File: src/rtl/mult_seq_pkg.sv
// Shared types and sizing helpers for the multiplier job sequencer.
package mult_seq_pkg;

    localparam int DEF_WIDTH      = 4;
    localparam int DEF_FIFO_DEPTH = 4;
    localparam int DEF_CNT_WIDTH  = 16;
    localparam int PROD_WIDTH     = 2 * DEF_WIDTH;
    localparam int PTR_WIDTH      = $clog2(DEF_FIFO_DEPTH);

    typedef enum logic [2:0] {
        IDLE    = 3'd0,
        LAUNCH  = 3'd1,
        WAIT    = 3'd2,
        CAPTURE = 3'd3,
        RESULT  = 3'd4
    } state_t;

    function automatic int prod_width(input int width);
        return 2 * width;
    endfunction

    function automatic int ptr_width(input int depth);
        return $clog2(depth);
    endfunction

endpackage

File: src/rtl/mult_op_fifo.sv
// Synchronous operand-pair FIFO; DEPTH must be a power of two so the
// pointers wrap naturally.
module mult_op_fifo
    import mult_seq_pkg::*;
#(
    parameter int WIDTH = DEF_WIDTH,
    parameter int DEPTH = DEF_FIFO_DEPTH
) (
    input  logic             clk,
    input  logic             rst_n,
    input  logic             push_i,
    input  logic [WIDTH-1:0] a_i,
    input  logic [WIDTH-1:0] b_i,
    input  logic             pop_i,
    output logic [WIDTH-1:0] a_o,
    output logic [WIDTH-1:0] b_o,
    output logic             full_o,
    output logic             empty_o
);

    localparam int PTR_W = ptr_width(DEPTH);
    localparam logic [PTR_W:0] FULL_CNT = (PTR_W + 1)'(DEPTH);

    logic [2*WIDTH-1:0] mem_q [DEPTH];
    logic [PTR_W-1:0]   wr_ptr_q, rd_ptr_q;
    logic [PTR_W:0]     count_q;
    logic               push_ok, pop_ok;

    assign full_o  = (count_q == FULL_CNT);
    assign empty_o = (count_q == '0);
    assign push_ok = push_i && !full_o;
    assign pop_ok  = pop_i && !empty_o;
    assign a_o     = mem_q[rd_ptr_q][2*WIDTH-1:WIDTH];
    assign b_o     = mem_q[rd_ptr_q][WIDTH-1:0];

    // NOTE: non-blocking assignments for every register so all flops see pre-edge values.
    always_ff @(posedge clk or negedge rst_n) begin
        if (!rst_n) begin
            wr_ptr_q <= '0;
            rd_ptr_q <= '0;
            count_q  <= '0;
        end else begin
            if (push_ok) wr_ptr_q <= wr_ptr_q + 1'b1;
            if (pop_ok)  rd_ptr_q <= rd_ptr_q + 1'b1;
            case ({push_ok, pop_ok})
                2'b10:   count_q <= count_q + 1'b1;
                2'b01:   count_q <= count_q - 1'b1;
                default: count_q <= count_q;
            endcase
        end
    end

    // NOTE: storage is not reset; occupancy alone decides what is valid.
    always_ff @(posedge clk) begin
        if (push_ok) mem_q[wr_ptr_q] <= {a_i, b_i};
    end

endmodule

File: src/rtl/mult_job_sequencer.sv
// Job wrapper around the sequential shift-add multiplier: operand FIFO in,
// one multiply in flight, product out. Optional MULT_ZERO_BYPASS_EN.
module mult_job_sequencer
    import mult_seq_pkg::*;
#(
    parameter int WIDTH      = DEF_WIDTH,
    parameter int FIFO_DEPTH = DEF_FIFO_DEPTH,
    parameter int CNT_WIDTH  = DEF_CNT_WIDTH
) (
    input  logic                 clk,
    input  logic                 rst_n,
    input  logic                 in_valid,
    output logic                 in_ready,
    input  logic [WIDTH-1:0]     in_a,
    input  logic [WIDTH-1:0]     in_b,
    output logic                 mult_start,
    output logic [WIDTH-1:0]     mult_a,
    output logic [WIDTH-1:0]     mult_b,
    input  logic                 mult_done,
    input  logic [2*WIDTH-1:0]   mult_product,
    output logic                 out_valid,
    input  logic                 out_ready,
    output logic [2*WIDTH-1:0]   out_product,
    output logic                 busy,
    output logic [CNT_WIDTH-1:0] job_count
);

    localparam int PW = prod_width(WIDTH);

    state_t               state_q, state_d;
    logic [WIDTH-1:0]     a_q, a_d, b_q, b_d;
    logic [PW-1:0]        prod_q, prod_d;
    logic [CNT_WIDTH-1:0] cnt_q, cnt_d;
    logic [WIDTH-1:0]     head_a, head_b;
    logic                 fifo_full, fifo_empty, fifo_pop;

    mult_op_fifo #(
        .WIDTH (WIDTH),
        .DEPTH (FIFO_DEPTH)
    ) u_fifo (
        .clk     (clk),
        .rst_n   (rst_n),
        .push_i  (in_valid),
        .a_i     (in_a),
        .b_i     (in_b),
        .pop_i   (fifo_pop),
        .a_o     (head_a),
        .b_o     (head_b),
        .full_o  (fifo_full),
        .empty_o (fifo_empty)
    );

    assign in_ready    = !fifo_full;
    assign mult_a      = a_q;
    assign mult_b      = b_q;
    assign out_product = prod_q;
    assign job_count   = cnt_q;
    assign busy        = (state_q != IDLE) || !fifo_empty;

    always_ff @(posedge clk or negedge rst_n) begin
        if (!rst_n) begin
            state_q <= IDLE;
            a_q     <= '0;
            b_q     <= '0;
            prod_q  <= '0;
            cnt_q   <= '0;
        end else begin
            state_q <= state_d;
            a_q     <= a_d;
            b_q     <= b_d;
            prod_q  <= prod_d;
            cnt_q   <= cnt_d;
        end
    end

    // NOTE: every output of this block gets a default first, so no path infers a latch.
    always_comb begin
        state_d    = state_q;
        a_d        = a_q;
        b_d        = b_q;
        prod_d     = prod_q;
        cnt_d      = cnt_q;
        fifo_pop   = 1'b0;
        mult_start = 1'b0;
        out_valid  = 1'b0;
        case (state_q)
            IDLE: begin
                if (!fifo_empty) begin
                    fifo_pop = 1'b1;
                    a_d      = head_a;
                    b_d      = head_b;
`ifdef MULT_ZERO_BYPASS_EN
                    if (head_a == '0 || head_b == '0) begin
                        prod_d  = '0;
                        state_d = RESULT;
                    end else begin
                        state_d = LAUNCH;
                    end
`else
                    state_d  = LAUNCH;
`endif
                end
            end
            LAUNCH: begin
                mult_start = 1'b1;
                state_d    = WAIT;
            end
            WAIT: begin
                if (mult_done) state_d = CAPTURE;
            end
            CAPTURE: begin
                // The datapath's last shift settles at the end of the done cycle.
                prod_d  = mult_product;
                state_d = RESULT;
            end
            RESULT: begin
                out_valid = 1'b1;
                if (out_ready) begin
                    cnt_d   = cnt_q + 1'b1;
                    state_d = IDLE;
                end
            end
            default: state_d = IDLE;
        endcase
    end

endmodule

File: config.mk
export PLATFORM = sky130hd
export DESIGN_NAME = mult_job_sequencer
export DESIGN_NICKNAME = d
export VERILOG_FILES = /design/src/rtl/mult_seq_pkg.sv /design/src/rtl/mult_op_fifo.sv /design/src/rtl/mult_job_sequencer.sv
export SDC_FILE = /design/constraint.sdc
export NUM_CORES = 1
export LEC_CHECK = 0
export CAP_MARGIN = 30
export CORE_ASPECT_RATIO = 1.2
export CORE_UTILIZATION = 43
export CTS_BUF_LIST = sky130_fd_sc_hd__clkbuf_8
export DETAILED_ROUTE_END_ITERATION = 10
export HOLD_SLACK_MARGIN = 0.12
export PLACE_DENSITY = 0.78
export SLEW_MARGIN = 20
export SYNTH_ARGS = -nofsm -noshare
export SYNTH_HDL_FRONTEND = slang
export SYNTH_SLANG_ARGS = --single-unit
File: constraint.sdc
create_clock -name clk -period 2.9 [get_ports clk]
set_input_delay 0.435 -clock clk [delete_from_list [all_inputs] [get_ports clk]]
set_output_delay 0.435 -clock clk [all_outputs]
set_load 0.01 [all_outputs]
Word-level counts from Yosys, hierarchy flattened
Memory sizes are Yosys's and may differ from the RTL's. A register that Yosys moved wholly into a read port is not among the register bits.
Cells that the tools add are included.
{"block": "op_classes", "n_bitwise": 1, "n_eq_ne": 10, "mux": 11, "reduce_logical": 13, "n_addsub": 5}
{"cell": "$add A16 B1 Y16 const B", "count": 1}
{"cell": "$pmux W3 S5", "count": 1}
{"cell": "$mux W3", "count": 3}
{"cell": "$eq A3 B2 Y1 const B", "count": 2}
{"cell": "$eq A3 B3 Y1 const B", "count": 2}
{"cell": "$logic_not A3 Y1", "count": 2}
{"cell": "$mux W1", "count": 6}
{"cell": "$ne A2 B2 Y1 const B", "count": 3}
{"cell": "$pmux W3 S2", "count": 1}
{"cell": "$add A2 B1 Y2 const B", "count": 2}
{"cell": "$reduce_and A2 Y1", "count": 2}
{"cell": "$add A3 B1 Y3 const B", "count": 1}
{"cell": "$eq A3 B1 Y1 const B", "count": 1}
{"cell": "$logic_not A1 Y1", "count": 3}
{"cell": "$reduce_and A3 Y1", "count": 1}
{"cell": "$reduce_bool A3 Y1", "count": 1}
{"cell": "$sub A3 B1 Y3 const B", "count": 1}
{"cell": "$eq A2 B1 Y1 const B", "count": 1}
{"cell": "$eq A2 B2 Y1 const B", "count": 1}
{"cell": "$logic_and A1 B1 Y1", "count": 2}
{"cell": "$reduce_bool A2 Y1", "count": 1}
{"cell": "$logic_or A1 B1 Y1", "count": 1}
{"cell": "$not A1 Y1", "count": 1}
{"block": "word_totals", "memories": 1, "out_inout_bits": 36, "ramBits": 32, "regBits": 34, "in_bits": 21}
{"name": "u_fifo.mem_q", "words": 4, "width": 8, "rd": 1, "rd_ports_with_merged_regs": 1, "write_ports": 1, "line": "mult_op_fifo.sv:24", "rtl": "logic [2*WIDTH-1:0] mem_q [DEPTH];"}

Longest topological paths before layout
{"block": "logic_depth", "ltp_word": 6, "mapped_depth": 10}

Cells and area by module
Synthesis repeated with hierarchy kept, for this count alone.
{"block": "unflattened", "hier_cells": 191, "hier_area_um2": 3056.7}
{"mod": "mult_op_fifo", "n_inst": 1, "seq_area_each_um2": 1136.1, "area_each_um2": 1584.0, "cells_each": 80}
{"mod": "mult_job_sequencer", "n_inst": 1, "seq_area_each_um2": 875.8, "area_each_um2": 1472.7, "cells_each": 111}

Least setup slack after synthesis
No wires, ideal clock.
{"block": "synth_timing", "path_kind": "reg2reg", "from": "register state_q[1]", "to": "register u_fifo.count_q[2]", "stages_incl_launch_ff": 10, "arrival_ps": 1983, "path_slack_ps": 838, "period_less_slack_ps": 2062, "setup_time_ps": 79, "required_ps": 2821, "cell_sequence": "dfrtp_1 buf_4 nor4_2 buf_4 ha_1 inv_1 fa_1 xor2_1 nor2_1 xor2_1"}
{"block": "synth_between", "elab_chain_len": 5, "elab_cells_between_ends": 7, "cone_classes": "2 x eq/ne; 2 x mux; 3 x reduce/logical"}
{"element": "from (decl)", "line": "mult_job_sequencer.sv:30", "rtl": "state_t state_q, state_d;"}
{"element": "from (signal assigned)", "line": "mult_job_sequencer.sv:68", "rtl": "state_q <= state_d;"}
{"element": "$logic_not A3 Y1 *", "line": "mult_job_sequencer.sv:86", "rtl": "case (state_q)"}
{"element": "$mux W1 *", "line": "mult_job_sequencer.sv:86"}
{"element": "named net fifo_pop", "line": "mult_job_sequencer.sv:35", "rtl": "logic fifo_full, fifo_empty, fifo_pop;"}
{"element": "$logic_and A1 B1 Y1 *", "line": "mult_op_fifo.sv:32", "rtl": "assign pop_ok = pop_i && !empty_o;"}
{"element": "$eq A2 B1 Y1 / $eq A2 B2 Y1 (equally long branches)", "line": "mult_op_fifo.sv:45", "rtl": "case ({push_ok, pop_ok})"}
{"element": "$pmux W3 S2 / $reduce_bool A2 Y1 (equally long branches)"}
{"element": "to (signal assigned)", "line": "mult_op_fifo.sv:46", "rtl": "2'b10: count_q <= count_q + 1'b1;"}
{"element": "to (signal assigned)", "line": "mult_op_fifo.sv:47", "rtl": "2'b01: count_q <= count_q - 1'b1;"}
{"element": "to (signal assigned)", "line": "mult_op_fifo.sv:48", "rtl": "default: count_q <= count_q;"}
{"element": "to (decl)", "line": "mult_op_fifo.sv:26", "rtl": "logic [PTR_W:0] count_q;"}
Mark *: on every way through the listed nets, which the timed path passes. The rest lies on a longest branch.
A chain may end at the register's enable or synchronous reset.

Worst setup path after layout
{"block": "layout_timing", "from": "register u_fifo.count_q[0]", "to": "output busy"}
{"block": "layout_between", "elab_chain_len": 3}
{"element": "$logic_not A3 Y1", "line": "mult_op_fifo.sv:30", "rtl": "assign empty_o = (count_q == '0);"}
{"element": "$logic_not A1 Y1", "line": "mult_job_sequencer.sv:58", "rtl": "assign busy = (state_q != IDLE) || !fifo_empty;"}
{"element": "$logic_or A1 B1 Y1", "line": "mult_job_sequencer.sv:58"}
{"element": "to (decl)", "line": "mult_job_sequencer.sv:24", "rtl": "output logic busy,"}
Every way passes these cells.

==> flow_summary.json <==
{
  "timing.critical_path.buf_inv": 1,
  "ys_seq_elements": 74,
  "grt_usage": 0.1539,
  "netSwitchingPower_uw": 1100,
  "sequentialPowerShare": 0.455,
  "gr-total-overflow": 0,
  "die_h_microns": 94.46,
  "clock.fmax_mhz": 460.5,
  "wire_per_inst_microns": 15.02,
  "synth_xor_area_frac": 0.06536,
  "post-place-cells": 328,
  "clock_latency_ps": 340,
  "synthArstFlopShare": 0.5676,
  "p_sw_frac": 0.3010,
  "ys.warnings.count": 0,
  "whs_endpoint": "job_count[15]$_DFFE_PN0P_",
  "path_delay_family": "buffers and inverters",
  "cp_cell_sequence": "nor3_1, nand3b_1, clkdlybuf4s50_1",
  "synth_top_cell_area_share": 0.3431,
  "nNetsFinal": 282,
  "synth_top_family_by_area": "multiplexers",
  "regToRegSetupSlack_ps": 780,
  "drv_cap": 0,
  "min_path_type": "flop to flop",
  "postRouteAntennaNets": 0,
  "multi_input_area_sq_um": 974.7,
  "grt_pass1_vias": 1741,
  "timing.rr.start": "state_q[1]$_DFFE_PN0P_",
  "finalHoldViolations": 0,
  "drtIter0Drc": 48,
  "antenna_cells": 0,
  "ys_top_cells_by_area": "dfrtp_1 34%, edfxtp_1 31%, mux2_2 6.6%, mux4_2 5.9%, xnor2_1 3.7%",
  "path_clk_slew_ps": 70,
  "vias_per_cell": 5.023,
  "yosys.area.top_type": "dfrtp_1",
  "synth_compound_area_frac": 0.003268,
  "critical_path.max_stage_delay_ps": 510,
  "dr_total_vias": 1738,
  "cts_tree": "done",
  "cp.required_ps": 2470,
  "finClkSkew_ps": 8.559,
  "ir_worst_vdd_uv": 415.5,
  "clock-root-buffer": "clkbuf_8",
  "syn2layout_area_growth_pct": 27.29,
  "register_area_sq_mm": 0.002012,
  "postCtsSetupBuffers": 0,
  "setup_viol": 0,
  "synth_ff_type": "dfrtp_1",
  "synthMuxAreaShare": 0.1283,
  "final_cells": 346,
  "drive_above_1_share": 0.1853,
  "outcome": "completed",
  "grt_pass1_wl_mm": 8.438,
  "yosys.area_share.simple": 0.09028,
  "cts_inserted_buffers": 9,
  "pwr-share-clk": 0.200,
  "cts.sinks": 74,
  "pwr-share-comb": 0.344,
  "crit_path_end_kind": "primary output",
  "cts_buffer_depth": 2,
  "finalWeightedCongestion": 0.7973,
  "htreeDepth": 3,
  "period_minus_slack_ps": 2171,
  "tightest_slew_ps": 595.3,
  "finalMaxSlewViolations": 0,
  "yosysUniqueCellTypes": 32,
  "r2r_cells": 8,
  "max_slew_margin": 0.6032,
  "path_max_fanout": 3,
  "holdCritStartpoint": "job_count[15]$_DFFE_PN0P_",
  "worstSetupStartpointType": "flop",
  "power_density_mw_per_mm2": 937.5,
  "antenna_found_initial": 0,
  "cellInternalPower_uw": 2555,
  "grt_max_degree": 43,
  "synth_fp_nets": 218,
  "critical_path_class": "flop to primary output",
  "drc": 0,
  "arrival_ps": 1740,
  "num_rows": 33,
  "post-dp-hpwl_mm": 3.556,
  "core-area_sq_mm": 0.006854,
  "hold_depth": 1,
  "num-fill-cells": 567,
  "critPathSlowestCell": "clkdlybuf4s50_1",
  "synthAdderAreaFrac": 0.03105,
  "rsz0062_at_grt": "false",
  "netlist_area_sq_mm": 0.003063,
  "pin_count": 57,
  "die_x_microns": 79.05,
  "synth_edf_count": 32,
  "drt_pass1_iterations": 4,
  "synthCells": 190,
  "fin_tns_setup_ps": 0,
  "power.leakage_uw": 0.001596,
  "period_share": 0.7487,
  "start_util": 0.4469,
  "seq_area_frac_synth": 0.6569,
  "routed_wl_mm": 5.197,
  "avgSynthCellArea_sq_um": 16.12,
  "dieArea_sq_mm": 0.007466,
  "r2r-end": "u_fifo.count_q[2]$_DFFE_PN0P_",
  "port_buffers": 56
}
## layout by cell type, fill, tap and decap left out, types with 8 or more instances in the layout
master / n
clkbuf_8: 9
mux4_2: 8
mux2_2: 18
inv_1: 11
dfrtp_1: 42
nor2_1: 8
xnor2_1: 13
xor2_1: 8
clkdlybuf4s50_1: 55
edfxtp_1: 32
## cells by family (layout without fill, tap and decap cells)
| kind of cell | after synthesis | in the layout |
|---|---|---|
| buffers and inverters | 14 | 83 |
| muxes | 27 | 27 |
| adders and majority gates | 7 | 7 |
| xor gates and xnor gates | 22 | 22 |
| and+or+nand+nor | 44 | 44 |
| DFF | 74 | 74 |
| AOI/OAI and AO/OA | 2 | 2 |
## synthesized netlist by cell type, drive strengths merged (2+ instances only)
master  number
mux4         8
and2         2
edfxtp      32
nand2        6
nor3         3
mux2        18
buf          5
nand3b       2
ha           6
inv          8
and3         7
nor2         8
xor2         8
xnor2       14
nand4        5
and4         2
nand3        5
dfrtp       42
## state kept, by name, summed over array words and instances (netlist names)
signal           count
job_count           16
u_fifo.mem_q        32
mult_a               4
out_product          8
u_fifo.rd_ptr_q      2
mult_b               4
state_q              3
u_fifo.wr_ptr_q      2
u_fifo.count_q       3
## layout make-up
class / instances / area share
Clock buffer: 9 / 0.03177
Tap cell: 87 / 0.02792
Inverter: 8 / 0.007702
Multi-Input combinational cell: 102 / 0.2500
Timing Repair Buffer: 59 / 0.1521
Clock inverter: 7 / 0.01444
Sequential cell: 74 / 0.5160
## power groups by stage
stage	Combinational, uW	Clock (uW)	Sequential (uW)
floorplan	820	0	1630
global placement	1240	0	1670
detailed placement	1270	0	1690
CTS	1280	756	1670
global route	1370	804	1710
finish	1260	733	1660
## worst max-delay path by stage
stage | startpoint | end | slack, ps | depth (start not counted)
2_1_floorplan | state_q[1]$_DFFE_PN0P_ | u_fifo.count_q[2]$_DFFE_PN0P_ | 840 | 9
4_1_cts | u_fifo.count_q[0]$_DFFE_PN0P_ | busy | 710 | 3
5_1_grt | state_q[1]$_DFFE_PN0P_ | u_fifo.count_q[2]$_DFFE_PN0P_ | 620 | 8
6_report | u_fifo.count_q[0]$_DFFE_PN0P_ | busy | 730 | 3
3_3_place_gp | in_valid | u_fifo.count_q[2]$_DFFE_PN0P_ | 720 | 9
3_5_place_dp | in_valid | u_fifo.count_q[2]$_DFFE_PN0P_ | 650 | 9
## routing by layer
layer  up-vias  routed length, microns  track usage  share of wire
li1        810                       -            -              -
met1       872                    2304       0.1929           0.44
met2        49                    2573       0.2514           0.50
met3         7                     258      0.04831          0.050
met4         0                      60      0.05455          0.012
met5         -                       0            0              0
## stage by stage
stage	setup WS (ps)	hold WS [ps]	util	power (uW)	area, sq um
finish	728.6	470.9	0.5688	3655	3899
global route	621.4	495.0	0.5688	3888	3899
CTS	711.9	258.5	0.5644	3711	3869
detailed placement	652.2	462.2	0.5382	2962	3689
global placement	718.1	460.5	0.5382	2910	3689
floorplan	837.9	139.4	-	2447	3063
## repair_timing
action	4_1_cts	5_1_grt
hold endpoints to repair	0	10
resized for setup	0	0
hold buffers	0	1
Note: power is estimated with default switching activity, not from simulation.
